File: src/rtl/decode_round_sequencer.sv
// Sequences one decoding round: load a syndrome, settle, bracket growth, then stream defects.
// Optional early stop on grid convergence: define DECODE_ROUND_SEQUENCER_EARLY_STOP_EN.
module decode_round_sequencer #(
  parameter int GRID_WIDTH_X       = 5,
  parameter int GRID_WIDTH_Z       = 4,
  parameter int MATCH_VALUE_WIDTH  = 6,
  parameter int INDEX_WIDTH        = 5,
  parameter int LOAD_SETTLE_CYCLES = 100,
  parameter int OFFER_CYCLES       = 2500,
  parameter int COUNTER_WIDTH      = 12
) (
  input  logic                                                  clk,
  input  logic                                                  reset,
  input  logic                                                  round_valid,
  output logic                                                  round_ready,
  input  logic [GRID_WIDTH_X*GRID_WIDTH_Z-1:0]                  round_syndrome,
  output logic [GRID_WIDTH_X*GRID_WIDTH_Z-1:0]                  grid_measurement_value,
  output logic                                                  grid_measurement_valid,
  output logic                                                  grid_start_offer,
  output logic                                                  grid_stop_offer,
  input  logic [GRID_WIDTH_X*GRID_WIDTH_Z-1:0]                  grid_measurement,
  input  logic [GRID_WIDTH_X*GRID_WIDTH_Z*MATCH_VALUE_WIDTH-1:0] grid_match_value,
  input  logic                                                  grid_converged,
  output logic                                                  result_valid,
  input  logic                                                  result_ready,
  output logic [INDEX_WIDTH-1:0]                                result_index,
  output logic [MATCH_VALUE_WIDTH-1:0]                          result_match,
  output logic                                                  result_last,
  output logic                                                  round_done,
  output logic                                                  busy
);

  localparam int NODES = GRID_WIDTH_X * GRID_WIDTH_Z;
  localparam int MW    = MATCH_VALUE_WIDTH;

  localparam logic [3:0] S_IDLE    = 4'd0;
  localparam logic [3:0] S_LOAD    = 4'd1;
  localparam logic [3:0] S_SETTLE  = 4'd2;
  localparam logic [3:0] S_START   = 4'd3;
  localparam logic [3:0] S_GROW    = 4'd4;
  localparam logic [3:0] S_STOP    = 4'd5;
  localparam logic [3:0] S_CAPTURE = 4'd6;
  localparam logic [3:0] S_DRAIN   = 4'd7;
  localparam logic [3:0] S_DONE    = 4'd8;

  logic [3:0]               state_q, state_d;
  logic [COUNTER_WIDTH-1:0] cnt_q, cnt_d;
  logic [NODES-1:0]         measValue_q, measValue_d;
  logic [NODES-1:0]         snapMeas_q, snapMeas_d;
  logic [NODES*MW-1:0]      snapMatch_q, snapMatch_d;
  logic [INDEX_WIDTH-1:0]   resIndex_q, resIndex_d;
  logic [MW-1:0]            resMatch_q, resMatch_d;
  logic                     resLast_q, resLast_d;
  logic                     roundReady_q, busy_q, measValid_q;
  logic                     startOffer_q, stopOffer_q, resValid_q, roundDone_q;
  logic                     earlyStop;

  logic [INDEX_WIDTH:0]     capFirst, drnNext;
  logic                     capMore, drnMore;

  // Lowest set bit at or above lo, returned as {found, index}.
  function automatic logic [INDEX_WIDTH:0] findFrom(input logic [NODES-1:0] v, input int lo);
    logic [INDEX_WIDTH:0] r;
    r = '0;
    for (int j = NODES - 1; j >= 0; j--) begin
      if (v[j] && (j >= lo)) r = {1'b1, INDEX_WIDTH'(j)};
    end
    return r;
  endfunction

  function automatic logic anyFrom(input logic [NODES-1:0] v, input int lo);
    logic r;
    r = 1'b0;
    for (int j = 0; j < NODES; j++) begin
      if (v[j] && (j >= lo)) r = 1'b1;
    end
    return r;
  endfunction

  always_comb begin
    capFirst = findFrom(grid_measurement, 0);
    capMore  = anyFrom(grid_measurement, int'(capFirst[INDEX_WIDTH-1:0]) + 1);
    drnNext  = findFrom(snapMeas_q, int'(resIndex_q) + 1);
    drnMore  = anyFrom(snapMeas_q, int'(drnNext[INDEX_WIDTH-1:0]) + 1);
  end

`ifdef DECODE_ROUND_SEQUENCER_EARLY_STOP_EN
  logic [2:0] convRun_q, convRun_d;

  // Length of the current run of converged cycles inside GROW, saturating at 4.
  always_comb begin
    convRun_d = '0;
    if ((state_q == S_GROW) && grid_converged) begin
      convRun_d = (convRun_q == 3'd4) ? 3'd4 : convRun_q + 3'd1;
    end
  end

  always_ff @(posedge clk or negedge reset) begin
    if (!reset) convRun_q <= '0;
    else        convRun_q <= convRun_d;
  end

  assign earlyStop = grid_converged && (convRun_q >= 3'd3) &&
                     (cnt_q >= COUNTER_WIDTH'(7));
`else
  logic unused_converged;
  assign unused_converged = grid_converged;
  assign earlyStop        = 1'b0;
`endif

  always_comb begin
    state_d     = state_q;
    cnt_d       = cnt_q;
    measValue_d = measValue_q;
    snapMeas_d  = snapMeas_q;
    snapMatch_d = snapMatch_q;
    resIndex_d  = resIndex_q;
    resMatch_d  = resMatch_q;
    resLast_d   = resLast_q;
    case (state_q)
      S_IDLE: begin
        if (round_valid && roundReady_q) begin
          measValue_d = round_syndrome;
          state_d     = S_LOAD;
        end
      end
      S_LOAD: begin
        cnt_d   = '0;
        state_d = S_SETTLE;
      end
      S_SETTLE: begin
        if (cnt_q == COUNTER_WIDTH'(LOAD_SETTLE_CYCLES - 1)) begin
          cnt_d   = '0;
          state_d = S_START;
        end else begin
          cnt_d = cnt_q + COUNTER_WIDTH'(1);
        end
      end
      S_START: begin
        cnt_d   = '0;
        state_d = S_GROW;
      end
      S_GROW: begin
        if ((cnt_q == COUNTER_WIDTH'(OFFER_CYCLES - 1)) || earlyStop) begin
          cnt_d   = '0;
          state_d = S_STOP;
        end else begin
          cnt_d = cnt_q + COUNTER_WIDTH'(1);
        end
      end
      S_STOP: state_d = S_CAPTURE;
      // The first beat is formed straight from the live grid outputs on the snapshot edge.
      S_CAPTURE: begin
        snapMeas_d  = grid_measurement;
        snapMatch_d = grid_match_value;
        if (capFirst[INDEX_WIDTH]) begin
          resIndex_d = capFirst[INDEX_WIDTH-1:0];
          resMatch_d = grid_match_value[capFirst[INDEX_WIDTH-1:0]*MW +: MW];
          resLast_d  = !capMore;
          state_d    = S_DRAIN;
        end else begin
          state_d = S_DONE;
        end
      end
      S_DRAIN: begin
        if (result_ready) begin
          if (resLast_q) begin
            resIndex_d = '0;
            resMatch_d = '0;
            resLast_d  = 1'b0;
            state_d    = S_DONE;
          end else begin
            resIndex_d = drnNext[INDEX_WIDTH-1:0];
            resMatch_d = snapMatch_q[drnNext[INDEX_WIDTH-1:0]*MW +: MW];
            resLast_d  = !drnMore;
          end
        end
      end
      S_DONE:  state_d = S_IDLE;
      default: state_d = S_IDLE;
    endcase
  end

  // Flag outputs are registered from the next state so each aligns with its state cycle.
  always_ff @(posedge clk or negedge reset) begin
    if (!reset) begin
      state_q      <= S_IDLE;
      cnt_q        <= '0;
      measValue_q  <= '0;
      snapMeas_q   <= '0;
      snapMatch_q  <= '0;
      resIndex_q   <= '0;
      resMatch_q   <= '0;
      resLast_q    <= 1'b0;
      roundReady_q <= 1'b1;
      busy_q       <= 1'b0;
      measValid_q  <= 1'b0;
      startOffer_q <= 1'b0;
      stopOffer_q  <= 1'b0;
      resValid_q   <= 1'b0;
      roundDone_q  <= 1'b0;
    end else begin
      state_q      <= state_d;
      cnt_q        <= cnt_d;
      measValue_q  <= measValue_d;
      snapMeas_q   <= snapMeas_d;
      snapMatch_q  <= snapMatch_d;
      resIndex_q   <= resIndex_d;
      resMatch_q   <= resMatch_d;
      resLast_q    <= resLast_d;
      roundReady_q <= (state_d == S_IDLE);
      busy_q       <= (state_d != S_IDLE);
      measValid_q  <= (state_d == S_LOAD);
      startOffer_q <= (state_d == S_START);
      stopOffer_q  <= (state_d == S_STOP);
      resValid_q   <= (state_d == S_DRAIN);
      roundDone_q  <= (state_d == S_DONE);
    end
  end

  assign round_ready            = roundReady_q;
  assign busy                   = busy_q;
  assign grid_measurement_value = measValue_q;
  assign grid_measurement_valid = measValid_q;
  assign grid_start_offer       = startOffer_q;
  assign grid_stop_offer        = stopOffer_q;
  assign result_valid           = resValid_q;
  assign result_index           = resIndex_q;
  assign result_match           = resMatch_q;
  assign result_last            = resLast_q;
  assign round_done             = roundDone_q;

endmodule

File: config.mk
export PLATFORM = sky130hd
export DESIGN_NAME = decode_round_sequencer
export DESIGN_NICKNAME = d
export VERILOG_FILES = /design/src/rtl/decode_round_sequencer.sv
export SDC_FILE = /design/constraint.sdc
export NUM_CORES = 1
export LEC_CHECK = 0
export ABC_AREA = 0
export CORE_MARGIN = 2
export CORE_UTILIZATION = 32
export CTS_BUF_LIST = sky130_fd_sc_hd__clkbuf_2 sky130_fd_sc_hd__clkbuf_4 sky130_fd_sc_hd__clkbuf_8
export CTS_CLUSTER_SIZE = 28
export DETAILED_ROUTE_END_ITERATION = 8
export SLEW_MARGIN = 20
export SYNTH_ARGS = -nofsm -noshare
export SYNTH_HDL_FRONTEND = slang
export SYNTH_SLANG_ARGS = --single-unit
File: constraint.sdc
create_clock -name clk -period 4.7 [get_ports clk]
set_clock_uncertainty 0.2 [all_clocks]
set_input_delay 0.47 -clock clk [delete_from_list [all_inputs] [get_ports clk]]
set_output_delay 0.47 -clock clk [all_outputs]
set_load 0.02 [all_outputs]
# Word level (Yosys, flattened, before mapping)
# Cells that the tools add are included.
dict set report op_classes {
  n_reduce_logical 71
  multipliers 2
  shift 2
  n_mux 102
  n_addsub 4
  magnitude_cmp 60
  n_eq_ne 16
}
# operator n
set op_table {}
lappend op_table {{$shiftx 120x9->6} 2}
lappend op_table {{$ge 4x6->1 const A} 24}
lappend op_table {{$mux 6} 23}
lappend op_table {{$mux 5} 23}
lappend op_table {{$ge 3x6->1 const A} 12}
lappend op_table {{$ge 5x6->1 const A} 12}
lappend op_table {{$logic_and 1x1->1} 61}
lappend op_table {{$mux 1} 43}
lappend op_table {{$ge 1x6->1 const A} 6}
lappend op_table {{$ge 2x6->1 const A} 6}
lappend op_table {{$pmux 12 s3} 1}
lappend op_table {{$pmux 4 s8} 1}
lappend op_table {{$eq 4x3->1 const B} 6}
lappend op_table {{$mux 12} 2}
lappend op_table {{$mux 4} 6}
lappend op_table {{$add 5x1->6 const B} 3}
lappend op_table {{$mul 5x2->7 const B} 2}
lappend op_table {{$add 12x1->12 const B} 1}
lappend op_table {{$eq 12x12->1 const B} 1}
lappend op_table {{$eq 12x7->1 const B} 1}
lappend op_table {{$eq 4x2->1 const B} 3}
lappend op_table {{$pmux 6 s2} 1}
lappend op_table {{$pmux 5 s2} 1}
lappend op_table {{$eq 4x1->1 const B} 2}
lappend op_table {{11 further kinds} 14}
dict set report totals {
  out_inout_bits 39
  wordCells 272
  ff_bits 195
  input_bits 165
}

# Longest topological paths before layout
# Gate-level depths: netlist of run 1.
dict set report logic_depth {
  depth_word 50
  depth_mapped 22
  depth_no_buf 19
}

# Worst setup path after synthesis of run 1
# OpenSTA, ideal clock, no wires.
dict set report synth_timing {
  path_kind {reg2reg}
  startpoint {register resIndex_q[0], in the netlist result_index[0]}
  endpoint {register resLast_q, in the netlist result_last}
  synth_period_minus_slack_ns 4.857
  arrival_time_ns 4.553
  stages_incl_launch_ff 20
  path_buffers 4
  setup_time_ns 0.104
  path_slack_ns -0.157
  t_required_ns 4.396
  path_cell_list {dfrtp_1 > ha_1 > buf_2 > buf_4 > and4_1 > o211ai_1 > o311ai_0 > a311oi_2 > nand2_1 > o211a_2 > o21ai_2 > buf_6 > buf_6 > ha_1 > nor2_1 > a2111oi_0 > a221oi_1 > a31oi_1 > a21oi_1 > o41ai_2}
}
dict set report synth_between {
  elab_chain_len 50
  elab_cells_between_ends 126
  cone_classes {add/sub: 2; order compare: 40; mux: 43; reduce/logical: 41}
}
# element line
set synth_rtl {}
lappend synth_rtl {{start, declared} 51} ;# logic [INDEX_WIDTH-1:0] resIndex_q, resIndex_d;
lappend synth_rtl {{start signal, assigned} 208} ;# resIndex_q <= resIndex_d;
lappend synth_rtl {{$add 5x1->6 *} 83} ;# drnNext = findFrom(snapMeas_q, int'(resIndex_q) + 1);
lappend synth_rtl {{$ge 5x6->1} 66} ;# if (v[j] && (j >= lo)) r = {1'b1, INDEX_WIDTH'(j)};
lappend synth_rtl {{$logic_and 1x1->1} 66}
lappend synth_rtl {{$mux 5 (19 in a row)} 66}
lappend synth_rtl {{$mux 5 *} 66}
lappend synth_rtl {{$add 5x1->6 *} 84} ;# drnMore = anyFrom(snapMeas_q, int'(drnNext[INDEX_WIDTH-1:0]) + 1);
lappend synth_rtl {{$ge 1x6->1} 75} ;# if (v[j] && (j >= lo)) r = 1'b1;
lappend synth_rtl {{$logic_and 1x1->1} 75}
lappend synth_rtl {{$mux 1 (19 in a row)} 75}
lappend synth_rtl {{$mux 1 *} 75}
lappend synth_rtl {{$logic_not 1->1 *} 175} ;# resLast_d = !drnMore;
lappend synth_rtl {{$mux 1 *} 167} ;# if (resLast_q) begin
lappend synth_rtl {{$mux 1 *} 166} ;# if (result_ready) begin
lappend synth_rtl {{$pmux 1 s2 *} 120} ;# case (state_q)
lappend synth_rtl {{end signal, assigned} 210} ;# resLast_q <= resLast_d;
lappend synth_rtl {{end, declared} 53} ;# logic resLast_q, resLast_d;
# Every way passes the cells marked *; elsewhere a longest branch is shown, timed or not. The select of a mux whose other input is x is not followed.
# A chain may end at the register's enable or synchronous reset.

# Worst setup path after layout of run 1
# Ends and elaborated chain as after synthesis.

==> out/metrics.sh, run 1 <==
OUTCOME='complete, no violations'
NETS=1454
SW_FRAC_OF_TOTAL_PCT=45.3
INTPOWER_mW=6.47
PLACE.DETAILED.HPWL_MM=26.9
H-TREE-DEPTH=4
NETLIST_INSTANCES=1061
PLACE.PORT_BUFFERS=202
MULTI_INPUT_COMB_AREA_MM2=0.00626
GRT_PASS1_WL_MM=56.7
YS_DOMINANT_REG_CELL='sky130_fd_sc_hd__dfrtp_1'
WORSTSETUPENDPOINTTYPE='flip-flop'
PATH_CLASS='reg2reg'
WORST_IR_DROP_VDD_uV=508
TIMING_WORST_SLEW_PIN_VALUE_NS=0.879
FLOORPLAN_DIE_WIDTH_UM=193
NUMBER_OF_BUFFERS_ON_THE_LONGEST_CLOCK_PATH=2
REPORT.FINAL.HOLD_VIOL_COUNT=0
SEQ_AREA_FRAC_SYNTH_PCT=42.6
CRITICAL_PATH_BUF_INV_COUNT=2
CP-START-KIND='flip-flop'
FINAL-SETUP-VIOL-COUNT=0
DRIVE_GT1_SHARE_PCT=21.4
CTS_SETUP_BUFFERS=0
SYNTH_WARNINGS=0
OVERFLOW=0
SYNTHDOMINANTCELLAREASHARE_PCT=42.4
DRT-PASS1-ITER-COUNT=6
DRTANTENNAVIOLNETS=0
POWER.SHARE.COMBINATIONAL_PCT=64.2
PLACER_CONGESTION=0.912
UTILIZATION_PCT=41.6
MAX_CLOCK_FREQ_MHz=226
SYNTH_TOP_CELL_BY_AREA='sky130_fd_sc_hd__dfrtp_1'
CRITICAL_PATH.MAX_STAGE_DELAY_NS=0.67
YOSYS.CELL_TYPES.COUNT=81
PLACEABLECOREAREA_MM2=0.0354
GRT_MAX_DEGREE=110
CRITICAL_PATH.SLOWEST_CELL='sky130_fd_sc_hd__o311ai_0'
TRITONCTS_CLOCK_TREE='yes'
FINAL_MIN_PERIOD_OVER_CLOCK_PERIOD_PCT=94.1
IOS=204
WL_PER_CELL_UM=20.6
POST_ROUTE_DRC=0
SEQ_POWER_SHARE_PCT=25.7
SLEW_HEADROOM_PCT=41.4
CTS.SINK_COUNT=195
DRTITER0DRC=552
CRITICAL_PATH_ARRIVAL_NS=4.63
ROW_CNT=69
CRITICAL_PATH_PEAK_FANOUT=15
P_SWITCHING_mW=5.36
VIA_PER_INST=5.45
CTS.REPORTEDPATHS.CLKPINSLEW_NS=0.12
WORSTPATHREQUIRED_NS=4.91
VIAS_POST_DR=9559
RSZ0062_AT_GRT='no'
SYNTH_TOP_CELLS_BY_AREA='sky130_fd_sc_hd__dfrtp_1, sky130_fd_sc_hd__mux2_2, sky130_fd_sc_hd__mux2i_1, sky130_fd_sc_hd__mux4_2, sky130_fd_sc_hd__nand2_1'
CLOCK_BUFFER_COUNT_FROM_CTS=17
CLOCK_POWER_SHARE_PCT=10.2
SYNTH_MOST_COMMON_CELL='sky130_fd_sc_hd__dfrtp_1'
GRT_PASS1_VIAS=9831
INITIAL_CORE_UTIL_PCT=32.4
SYN_AREA_PER_CELL_UM2=10.8
LEAKAGEPOWER_nW=5.99
DRT-TOTAL-WL_MM=36.1
HOLD_PATH_DEPTH=2
CLOCK_LATENCY_NS=0.50
SYNTH_ENABLE_FLOP_CELLS=0
WORST_HOLD_PATH_TYPE='reg2reg'
SYNTH_TOP_CELLS_BY_COUNT='sky130_fd_sc_hd__dfrtp_1, sky130_fd_sc_hd__mux2_2, sky130_fd_sc_hd__nand2_1'
AREA_GROWTH_SYN_TO_LAYOUT_PCT=28.5
SYNTHESIS.NETS=1236
CRIT_CHAIN='ha_1 > buf_4 > nand2b_1 > o311ai_0 > nand3b_1 > o211a_2 > o21ai_4 > buf_4 > ha_1 > nand2b_1 > a21oi_1 > o22ai_1 > nand2_1 > o2111ai_1 > o21bai_1 > a21oi_1 > o41ai_2'
AREA.SEQUENTIAL_MM2=0.00488
R2R_CELLS=17
SLEW_VIOLATIONS=0
CTS_ROOT_BUFFER_TYPE='sky130_fd_sc_hd__clkbuf_8'
FILLCELLCOUNT=3471
FP.DIEAREA_MM2=0.0373
ANTENNA_FOUND_INITIAL=7
MIN_PERIOD_NS=4.42
SETUP_TNS_FINAL_NS=0
YS_ASYNC_SR_FRACTION_PCT=100
SYNTH-SEQ-CELLS=195
DIE-HEIGHT_UM=193
SYN-CELL-AREA_MM2=0.0115
GR-USAGE-ALL-LAYERS_PCT=19.3
MAX-CAP-VIOLATIONS=0
CP_NUM_CELLS=17
CRITICAL_PATH.TOP_DELAY_FAMILY='compound AO/OA/AOI/OAI gates'
POWERDENSITY_mW_PER_MM2=804
-- logic make-up (layout without fill, tap and decap cells) --
logic type	count (synthesis)	in the layout	synth area share, %
flops	195	195	42.6
xor+xnor	16	16	1.22
compound gates	214	214	12.9
mux	244	244	26.3
simple gates	298	298	12.5
fa+ha+maj	10	10	1.09
other cells	0	2	0
buf+inv	84	315	3.36
-- per-stage QoR --
stage	std cells	setup slack [ns]	total power, mW	instance area [µm²]	hold WS (ns)
6_report	1755	0.279	11.8	14700	0.284
5_1_grt	1753	0.00650	12.7	14700	0.286
4_1_cts	1753	0.149	11.8	14700	0.274
3_5_place_dp	1720	0.168	10.6	14200	0.261
3_3_place_gp	1720	0.243	10.5	14200	0.257
2_1_floorplan	1061	0.0138	8.02	11500	-0.0256
-- power groups by stage --
| stage | Combinational, mW | Sequential [mW] | Clock [mW] |
|---|---|---|---|
| floorplan | 5.01 | 3.01 | 0 |
| global placement | 7.48 | 3.03 | 0 |
| CTS | 7.57 | 3.02 | 1.23 |
| global route | 8.24 | 3.14 | 1.29 |
| finish | 7.60 | 3.04 | 1.20 |
| detailed placement | 7.56 | 3.06 | 0 |
-- cells in the final DEF (no fill, tap or decap), types with 14 or more instances in the layout --
cell,netlist,layout
sky130_fd_sc_hd__inv_1,27,27
sky130_fd_sc_hd__buf_4,3,46
sky130_fd_sc_hd__o21ai_0,37,37
sky130_fd_sc_hd__nor4_1,15,15
sky130_fd_sc_hd__nand2_1,117,117
sky130_fd_sc_hd__a21oi_1,39,39
sky130_fd_sc_hd__clkbuf_8,0,19
sky130_fd_sc_hd__mux2_2,133,133
sky130_fd_sc_hd__nand2b_1,15,15
sky130_fd_sc_hd__clkdlybuf4s50_1,0,201
sky130_fd_sc_hd__mux2i_1,78,78
sky130_fd_sc_hd__dfrtp_1,194,192
sky130_fd_sc_hd__o22ai_1,16,16
sky130_fd_sc_hd__mux4_2,31,31
sky130_fd_sc_hd__nor2_1,62,61
sky130_fd_sc_hd__a22oi_1,14,14
sky130_fd_sc_hd__nand3_1,22,22
-- flip-flops by register name, indices dropped and copies added (netlist names), 4 cells and up --
| signal | count |
|---|---|
| result_index | 5 |
| result_match | 6 |
| grid_measurement_value | 20 |
| cnt_q | 12 |
| state_q | 4 |
| snapMatch_q | 120 |
| snapMeas_q | 20 |
-- worst min-delay path, cell delays in order (launching register included) --
cell	delay (ns)
sky130_fd_sc_hd__dfrtp_1	0.35
sky130_fd_sc_hd__nand2_1	0.05
sky130_fd_sc_hd__nand2_1	0.06
-- area by class of cell --
class | count | area share, %
multi-input cells | 782 | 42.5
flip-flops and latches | 195 | 33.2
repair buffers | 254 | 16.7
well taps | 461 | 3.92
clock buffers | 18 | 1.68
clock inverters | 14 | 1.22
inverters | 29 | 0.739
diodes | 2 | 0.0340
-- path summary, 6_finish.rpt --
kind	slack, ns	startpoint	endpoint
worst max-delay path	0.28	result_index[0]	result_last
worst min-delay path	0.28	grid_measurement_value[19]	grid_measurement_value[19]
worst max register to register	0.28	result_index[0]	result_last
worst min register to register	0.28	grid_measurement_value[19]	grid_measurement_value[19]
max in group asynchronous	2.84	reset	result_index[4]
min in group asynchronous	0.35	reset	cnt_q[5]
-- layer usage --
metal  share of wire, %  track usage [%]  routed length, µm  up-vias
met2                 47             31.8              17100      325
met5               0.17                0                 63        -
met1                 44             25.2              15800     4774
met4                2.4             5.82                857       10
met3                6.3             4.72               2260       59
li1                   -                -                  -     4391
-- repair_timing --
item / CTS / global route
setup endpoints to repair: 0 / 1
hold buffers: 1 / 0
endpoints found under the hold margin: 86 / 0
resized for setup: 0 / 8
(Power assumes the default switching activity.)
==> inputs of run 2 (changes only) <==
--- a/config.mk
+++ b/config.mk
@@ -11,7 +11,6 @@
 export CTS_BUF_LIST = sky130_fd_sc_hd__clkbuf_2 sky130_fd_sc_hd__clkbuf_4 sky130_fd_sc_hd__clkbuf_8
 export CTS_CLUSTER_SIZE = 28
 export DETAILED_ROUTE_END_ITERATION = 8
-export SLEW_MARGIN = 20
 export SYNTH_ARGS = -nofsm -noshare
 export SYNTH_HDL_FRONTEND = slang
 export SYNTH_SLANG_ARGS = --single-unit
==> constraint.sdc (replaced) <==
create_clock -name clk -period 3.8 [get_ports clk]
set_clock_uncertainty 0.2 [all_clocks]
set_input_delay 0.38 -clock clk [delete_from_list [all_inputs] [get_ports clk]]
set_output_delay 0.38 -clock clk [all_outputs]
set_load 0.02 [all_outputs]
==> run 2 against run 1 <==
The run now ends with setup timing left. Core utilization rose by 4.1 points. Largest cell class unchanged. Highest routed layer unchanged. Sequential power rose by 23%. Maximum frequency rose by 13%. Via count rose by 4.8%.
==> out/metrics.sh, run 2 (same netlist as run 1, synthesis figures left out) <==
WORSTPATHREQUIRED_NS=3.99  # -0.92 ns
LARGEST_REGISTER_FF_COUNT=120  # unchanged
FIN_HOLD_WS_NS=0.210  # -0.0736 ns
PLACEABLECOREAREA_MM2=0.0354  # unchanged
H-TREE-DEPTH=4  # unchanged
OVERFLOW=0  # unchanged
PLACE.PORT_BUFFERS=202  # unchanged
LAYOUT_SETUP_WS_NS=-0.110  # -0.389 ns
REPORT.FINAL.HOLD_VIOL_COUNT=0  # unchanged
FINAL-SETUP-VIOL-COUNT=3  # +3
PATH_CLASS='reg2reg'
TIMING_WORST_SLEW_PIN_VALUE_NS=0.868  # -0.0105 ns
INITIAL_CORE_UTIL_PCT=32.4  # unchanged
GRT_PASS1_WL_MM=58.5  # +3.2%
NETS=1577  # +8.5%
VIAS_POST_DR=10000  # +4.8%
CLOCK_BUFFER_COUNT_FROM_CTS=17  # unchanged
PLACER_CONGESTION=0.897  # -1.6%
CTS_ROOT_BUFFER_TYPE='sky130_fd_sc_hd__clkbuf_8'
TIMING.CRITICAL_PATH.MODE_CELL='sky130_fd_sc_hd__buf_6'
FINAL_MIN_PERIOD_OVER_CLOCK_PERIOD_PCT=103  # +8.8 points
TRITONCTS_CLOCK_TREE='yes'
DRT-PASS1-ITER-COUNT=5  # -1
WL_PER_CELL_UM=20.4  # -0.61%
CRITICAL_PATH.MAX_STAGE_DELAY_NS=0.50  # -0.17 ns
CRITICAL_PATH.TOP_DELAY_FAMILY='compound AO/OA/AOI/OAI gates'
DIE-HEIGHT_UM=193  # unchanged
FILLCELLCOUNT=3342  # -3.7%
POST_ROUTE_DRC=0  # unchanged
DRIVE_GT1_SHARE_PCT=32.2  # +11 points
GRT_MAX_DEGREE=144  # +31%
CP-START-KIND='flip-flop'
WORST_IR_DROP_VDD_uV=757  # +49%
CRITICAL_PATH_PEAK_FANOUT=8  # -7
MOST-COMMON-LAYOUT-CELLS='sky130_fd_sc_hd__clkdlybuf4s50_1, sky130_fd_sc_hd__dfrtp_1, sky130_fd_sc_hd__buf_4'
CTS.REPORTEDPATHS.CLKPINSLEW_NS=0.11  # about the same
GR-USAGE-ALL-LAYERS_PCT=20.1  # +0.76 points
MAX_FLOP_REGISTER='snapMatch_q'
POWERDENSITY_mW_PER_MM2=1070  # +33%
NUMBER_OF_BUFFERS_ON_THE_LONGEST_CLOCK_PATH=2  # unchanged
GRT_PASS1_VIAS=10100  # +3.2%
VIA_PER_INST=5.34  # -2.0%
VIOLATIONS_IN_THE_FINAL_REPORTS='setup timing'
DRTANTENNAVIOLNETS=0  # unchanged
UTILIZATION_PCT=45.7  # +4.1 points
PLACE.DETAILED.HPWL_MM=29.0  # +7.7%
LAYOUT_COMMONEST_CELL='sky130_fd_sc_hd__clkdlybuf4s50_1'
SLEW_HEADROOM_PCT=42.1  # +0.70 points
CRITICAL_PATH_BUF_INV_COUNT=5  # +3
FP.DIEAREA_MM2=0.0373  # unchanged
SETUP_TNS_FINAL_NS=-0.250  # -0.250 ns
OUTCOME='finished, violations left'
MIN_PERIOD_NS=3.91  # -0.511 ns
CTS.SINK_COUNT=195  # unchanged
SLEW_VIOLATIONS=0  # unchanged
ANTENNA_FOUND_INITIAL=3  # -4
MAX_CLOCK_FREQ_MHz=256  # +13%
MAX-CAP-VIOLATIONS=0  # unchanged
DRT-TOTAL-WL_MM=38.4  # +6.3%
LEAKAGEPOWER_nW=6.69  # +12%
CRITICAL_PATH.SLOWEST_CELL='sky130_fd_sc_hd__mux4_2'
FINALINSTANCEAREA_MM2=0.0162  # +9.8%
WORST_HOLD_PATH_TYPE='in2reg'
AREA_GROWTH_SYN_TO_LAYOUT_PCT=41.1
DRTITER0DRC=850  # +54%
CRIT_CHAIN='ha_4 > buf_8 > nor2_4 > buf_6 > a211o_1 > a311oi_2 > nand2_1 > o211a_4 > o21ai_4 > buf_4 > buf_6 > buf_6 > mux4_2 > mux2_4 > o211ai_1 > a21oi_1'
PLACEMENT.CELL_AREA_MM2=0.0151  # +5.9%
CRITICAL_PATH_ARRIVAL_NS=4.10  # -0.53 ns
WORSTSETUPENDPOINTTYPE='flip-flop'
RSZ0062_AT_GRT='yes'
FLOORPLAN_DIE_WIDTH_UM=193  # unchanged
CLOCK_LATENCY_NS=0.49  # about the same
LAYOUTNONFILLERINSTCOUNT=1877  # +7.0%
IOS=204  # unchanged
NUMPLACEDINSTANCES=1820  # +5.8%
ROW_CNT=69  # unchanged
## run 2: changes by cell type in the layout (fill, tap and decap cells not counted), moves of 4 or more
cell / previous run / this run
sky130_fd_sc_hd__a221oi_1: 13 / 9
sky130_fd_sc_hd__a21oi_1: 39 / 34
sky130_fd_sc_hd__nand2b_1: 15 / 11
sky130_fd_sc_hd__buf_4: 46 / 155
sky130_fd_sc_hd__buf_12: 3 / 7
sky130_fd_sc_hd__buf_6: 2 / 9
sky130_fd_sc_hd__inv_8: 5 / 1
sky130_fd_sc_hd__ha_4: 0 / 4
sky130_fd_sc_hd__ha_1: 9 / 5
sky130_fd_sc_hd__a21oi_2: 0 / 4
## run 2: report_power, final
group / switching (mW) / internal [mW] / total, mW
registers: 0.696 / 3.06 / 3.75
clock network: 0.836 / 0.556 / 1.39
logic: 5.97 / 6.13 / 12.1
total: 7.51 / 9.74 / 17.2
## run 2: worst paths after layout
kind,from,to,slack [ns],depth (start not counted)
worst max-delay path,result_index[1],result_match[5],-0.11,16
worst min-delay path,round_syndrome[16],grid_measurement_value[16],0.21,3
worst max register to register,result_index[1],result_match[5],-0.11,16
worst min register to register,grid_measurement_value[14],grid_measurement_value[14],0.29,2
max in group asynchronous,reset,snapMatch_q[107],2.17,3
min in group asynchronous,reset,snapMeas_q[0],0.32,2
## run 2: timing repair
item                                   CTS  global route
gates cloned                             0             1
gates resized for setup                 48            51
endpoints found under the hold margin   97             0
setup endpoints to repair                7             8
buffers inserted                        12            12
hold buffers                             1             0
pin swaps                               31            37
## run 2: layer usage
metal	up-vias	track usage (%)	wire length (µm)
li1	4641	-	-
met1	4950	27.2	16900
met2	367	31.7	17700
met3	57	4.85	2630
met4	4	6.33	1130
met5	-	0	27
## run 2: through the flow
stage,total power [mW],setup slack [ns]
after global placement,14.0,-0.184
after floorplan,10.1,-0.383
after detailed placement,14.1,-0.316
after global routing,18.3,-0.276
final,17.2,-0.110
after CTS,16.3,-0.0630
## run 2: final cells by class
type	instances	area [µm²]	share of cell area, %
antenna	1	2.50	0.0155
clock buffer	18	248	1.53
clock inverter	14	146	0.905
inverter	29	111	0.689
multi-input combinational	782	6690	41.4
sequential	195	4890	30.2
tap	461	577	3.57
timing repair buffer	377	3510	21.7
## run 2: worst min-delay path: stages
cell                              delay (ns)
sky130_fd_sc_hd__clkdlybuf4s50_1        0.40
sky130_fd_sc_hd__nand2_1                0.06
sky130_fd_sc_hd__nand2_1                0.04
